File: config.mk
export PLATFORM = sky130hd
export DESIGN_NAME = sync_fifo
export DESIGN_NICKNAME = d
export VERILOG_FILES = /design/src/rtl/sync_fifo_pkg.sv /design/src/rtl/sync_fifo_mem.sv /design/src/rtl/sync_fifo.sv
export SDC_FILE = /design/constraint.sdc
export NUM_CORES = 2
export LEC_CHECK = 0
export CAP_MARGIN = 40
export CELL_PAD_IN_SITES_DETAIL_PLACEMENT = 0
export CELL_PAD_IN_SITES_GLOBAL_PLACEMENT = 1
export CORE_ASPECT_RATIO = 0.7
export CORE_UTILIZATION = 60
export DETAILED_ROUTE_END_ITERATION = 12
export PLACE_DENSITY_LB_ADDON = 0.05
export SLEW_MARGIN = 20
export SYNTH_ARGS = -nofsm -noshare
export SYNTH_HDL_FRONTEND = slang
export SYNTH_HIERARCHICAL = 1
export SYNTH_SLANG_ARGS = --single-unit
File: constraint.sdc
create_clock -name clk -period 7.5 [get_ports clk]
set_input_delay 1.5 -clock clk [delete_from_list [all_inputs] [get_ports clk]]
set_output_delay 1.5 -clock clk [all_outputs]
set_load 0.005 [all_outputs]
File: src/rtl/sync_fifo_pkg.sv
// Shared constants and types for the single-clock FIFO.
package sync_fifo_pkg;

  localparam int FIFO_AW    = 7;
  localparam int FIFO_DW    = 32;
  localparam int FIFO_DEPTH = 128;

  // Pointer carries one extra wrap bit above the memory address.
  typedef logic [FIFO_AW:0] ptr_t;

endpackage

File: src/rtl/sync_fifo_mem.sv
// Simple dual-port register array: one synchronous write port and one
// registered read port. The array itself is never reset; only the read
// register clears so the consumer sees a known value after reset.
module sync_fifo_mem
  import sync_fifo_pkg::*;
#(
  parameter int AW    = FIFO_AW,
  parameter int DW    = FIFO_DW,
  parameter int DEPTH = FIFO_DEPTH
) (
  input  logic          clk,
  input  logic          rst,
  input  logic          wen_i,
  input  logic [AW-1:0] waddr_i,
  input  logic [DW-1:0] wdata_i,
  input  logic          ren_i,
  input  logic [AW-1:0] raddr_i,
  output logic [DW-1:0] rdata_o
);

  logic [DW-1:0] mem_q [0:DEPTH-1];
  logic [DW-1:0] rdata_q;

  // Store the incoming word at the write address when a write is accepted.
  always_ff @(posedge clk) begin
    if (wen_i) begin
      mem_q[waddr_i] <= wdata_i;
    end
  end

  // Capture the addressed word on an accepted read; hold otherwise.
  always_ff @(posedge clk or posedge rst) begin
    if (rst) begin
      rdata_q <= '0;
    end else if (ren_i) begin
      rdata_q <= mem_q[raddr_i];
    end
  end

  assign rdata_o = rdata_q;

endmodule

File: src/rtl/sync_fifo.sv
// Single-clock FIFO. Pointers carry an extra wrap bit so that equal
// addresses can be told apart as empty (same lap) or full (different lap).
// Requests that would overflow or underflow are dropped silently.
module sync_fifo
  import sync_fifo_pkg::*;
#(
  parameter int AW    = FIFO_AW,
  parameter int DW    = FIFO_DW,
  parameter int DEPTH = FIFO_DEPTH
) (
  input  logic          clk,
  input  logic          rst,
  input  logic          wenable,
  input  logic [DW-1:0] wdata,
  output logic          full,
  input  logic          renable,
  output logic [DW-1:0] rdata,
  output logic          empty
);

  logic [AW:0] wptr_q, wptr_d;
  logic [AW:0] rptr_q, rptr_d;
  logic        int_wenable;
  logic        int_renable;

  assign empty = (wptr_q == rptr_q);
  assign full  = (wptr_q[AW] != rptr_q[AW]) &&
                 (wptr_q[AW-1:0] == rptr_q[AW-1:0]);

  assign int_wenable = wenable & ~full;
  assign int_renable = renable & ~empty;

  // Advance each pointer only when its side's request is accepted.
  always_comb begin
    wptr_d = wptr_q;
    rptr_d = rptr_q;
    if (int_wenable) begin
      wptr_d = wptr_q + 1'b1;
    end
    if (int_renable) begin
      rptr_d = rptr_q + 1'b1;
    end
  end

  // Pointer registers; reset discards all stored words logically.
  always_ff @(posedge clk or posedge rst) begin
    if (rst) begin
      wptr_q <= '0;
      rptr_q <= '0;
    end else begin
      wptr_q <= wptr_d;
      rptr_q <= rptr_d;
    end
  end

  sync_fifo_mem #(
    .AW    (AW),
    .DW    (DW),
    .DEPTH (DEPTH)
  ) u_mem (
    .clk     (clk),
    .rst     (rst),
    .wen_i   (int_wenable),
    .waddr_i (wptr_q[AW-1:0]),
    .wdata_i (wdata),
    .ren_i   (int_renable),
    .raddr_i (rptr_q[AW-1:0]),
    .rdata_o (rdata)
  );

endmodule

==> results.txt <==
Top-count cell post-synth - edfxtp_1
CTS tree - built
Final Hold Vio Count - 0
Met1 Usage GRT - 53.7%
Post-DP HPWL - 277 mm
Clock skew - 0.0442 ns
Ys flop type - edfxtp_1
Initial antenna violation count - 35
Critical Path RT - 6.00 ns
Share of layout cells above drive strength 1 - 21.6%
Reg clk slew, reported paths - 0.07 ns
Worst path arrival time - 3.93 ns
Final min period - 5.43 ns
Cts repair resizes - 0
First DRT Iteration DRCs - 13400
Syn Area/Cell - 20.7 µm²
Final period util - 72.4%
CP cell instances - xor2_1 > nor4_2 > and4_1 > clkdlybuf4s50_1
Tot Pwr - 65.6 mW
Syn_nets - 7732
Routed wire per std cell - 37.5 µm
Post-CTS Hold Fix Bufs - 0
H-tree depth - 5
Ys async rst share - 1.16%
Num CTS Buffers - 378
Status - complete, no violations
Clk Latency, worst-skew pair - 0.92 ns
Met2 usage - 46.1%
Max Cap Violations - 0
Worst hold slack - 0.487 ns
P&R area growth vs syn - 13.3%
Worst-case vdd ir drop - 0.397 mV
Post-synth EDFFs - 4096
Clk root buf - clkbuf_16
I/O pins - 70
Mapped cell area - 159000 µm²
Busiest grt layer - met1
Crit start category - flop
Post-synth top cells - edfxtp_1, mux2i_1, mux4_2
Least-Margin Pin Slew - 1.08 ns
Area leader, netlist - edfxtp_1
Total gr overflow - 0
Clock sink count - 4144
Cells after Synth - 7694
Dominant cells by area after synthesis - edfxtp_1, mux4_2, mux2i_1
Max Slew Vio Count - 0
DIE WIDTH - 618 µm
Tot GR Track Use - 33.5%
Die H - 433 µm
Setup TNS - 0 ns
Drt first pass iters - 6
Max Clk Rate - 184 MHz
Vias in the first global route - 77600
DRC - 0
Worst Hold Class - reg -> reg
Seq/Total Area, Yosys - 78.0%
Via/cell ratio - 6.93
Fillers - 16300
Site Rows - 157
Synth warn - 6
DIE AREA - 268000 µm²
Crit path buf inv count - 1
CP Max Fanout - 47
Antenna Nets Post-Route - 0
Setup bufs post-CTS - 0
First-pass GRT wire length - 618 mm
GRT met3 Usage - 8.55%
Critical Setup Path Class - reg -> out
Final nets - 8154
Crit path max-delay family - simple AND/OR/NAND/NOR gates
Gpl congestion - 0.890
Pwr Density - 363 nW/µm²
Port Buf Inserts - 69
Setup-failing EPs final - 0
Register bit total from synthesis - 4144
Max incr delay on CP - 0.95 ns
Initial Utilization - 60.7%
Slowest-stage cell, CP - dfrtp_4
Vias - 82600
RSZ-0062 raised after global routing - false
Library cells used by synthesis - 56
CORE AREA - 263000 µm²
Fin util - 68.7%
Bufs on Longest Clock Path - 4
Proportion of netlist area held by the largest area contributor - 77.2%
Largest net degree at the start of global routing - 130
Rel. slew slack - 27.8%
Pleak - 58.2 nW
Nature of the critical path endpoint - output pin
WL final - 447 mm
-- sequential cells by signal, indices dropped and copies added (netlist names) --
register       cells
u_mem/rdata_o     32
u_mem/mem_q     4096
rptr_q             8
wptr_q             8
-- final cells by class --
type	count	area, µm²	area share, %
sequential	4144	124000	68.8
clock buffer	448	9930	5.50
inverter	26	100	0.0554
timing repair buffer	498	6100	3.38
tap	3498	4380	2.42
clock inverter	225	2190	1.21
antenna	14	35.0	0.0194
multi-input combinational	3068	33600	18.6
-- kinds of logic after synthesis --
| logic type | after synthesis | share of synthesized area [%] |
|---|---|---|
| buffers and inverters | 482 | 1.73 |
| AND/OR/NAND/NOR | 643 | 1.86 |
| adder cells (fa/ha/maj) | 2 | 0.0157 |
| AO/OA/AOI/OAI | 909 | 3.89 |
| multiplexers | 1492 | 14.4 |
| XOR/XNOR | 22 | 0.121 |
| flip-flops | 4144 | 78.0 |
-- stage by stage --
stage	setup slack (ns)	std cells	area (µm²)
finish	2.07	11900	181000
global route	1.96	11900	180000
CTS	2.04	11900	180000
detailed placement	2.15	11200	168000
global placement	2.02	11000	165000
floorplan	2.66	7694	159000
-- worst reg2reg max path, stage by stage (launching register included) --
cell	delay, ns
dfrtp_4	0.95
buf_4	0.38
buf_16	0.26
or2_4	0.66
buf_4	0.66
buf_4	0.39
o22ai_1	0.14
o31ai_1	0.76
buf_4	0.25
o32ai_2	0.18
a32o_1	0.32
a41o_1	0.20
-- layout by cell type (no fill, tap or decap), types with 16 or more instances in the layout --
cell type / count
a22oi_1: 192
o31ai_1: 36
nor3_1: 116
a311oi_1: 17
mux2i_1: 841
o221ai_1: 50
buf_2: 19
o211ai_1: 18
inv_1: 24
buf_4: 286
nor2_4: 123
clkbuf_1: 60
nand3_1: 75
buf_12: 63
nor2_1: 81
mux4_2: 640
and2_1: 53
bufinv_16: 43
clkinv_1: 98
o22ai_1: 224
a211oi_1: 84
a31oi_1: 17
o2111ai_1: 18
clkinv_2: 59
dfrtp_1: 43
edfxtp_1: 4096
a21oi_1: 88
clkbuf_16: 388
clkinvlp_4: 16
buf_16: 70
nand2_1: 120
o21ai_0: 95
nor3_2: 17
clkdlybuf4s50_1: 37
-- layer usage --
metal | vias up | part of all wire, % | routed length (µm)
li1 | 32900 | - | -
met1 | 43600 | 41 | 183000
met2 | 5409 | 42 | 189000
met3 | 628 | 14 | 61400
met4 | 26 | 2.9 | 12700
met5 | - | 0.036 | 162
-- power breakdown --
part	internal [mW]	switching, mW	leakage [nW]
combinational	7.23	12.5	14.9
sequential	26.0	0.574	37.4
clock	10.9	8.28	5.90
total	44.2	21.4	58.2
-- worst paths after layout --
check | from | to | slack (ns) | depth (start not counted)
min reg2reg | wptr_q[7] | wptr_q[7] | 0.49 | 1
max reg2reg | rptr_q[2] | u_mem/rdata_o[18] | 2.24 | 11
min | wptr_q[7] | wptr_q[7] | 0.49 | 1
max | rptr_q[2] | full | 2.07 | 4
max in group asynchronous | rst | rptr_q[1] | 5.69 | 2
min in group asynchronous | rst | u_mem/rdata_o[9] | 1.26 | 2
Note: power is estimated with default switching activity, not from simulation.
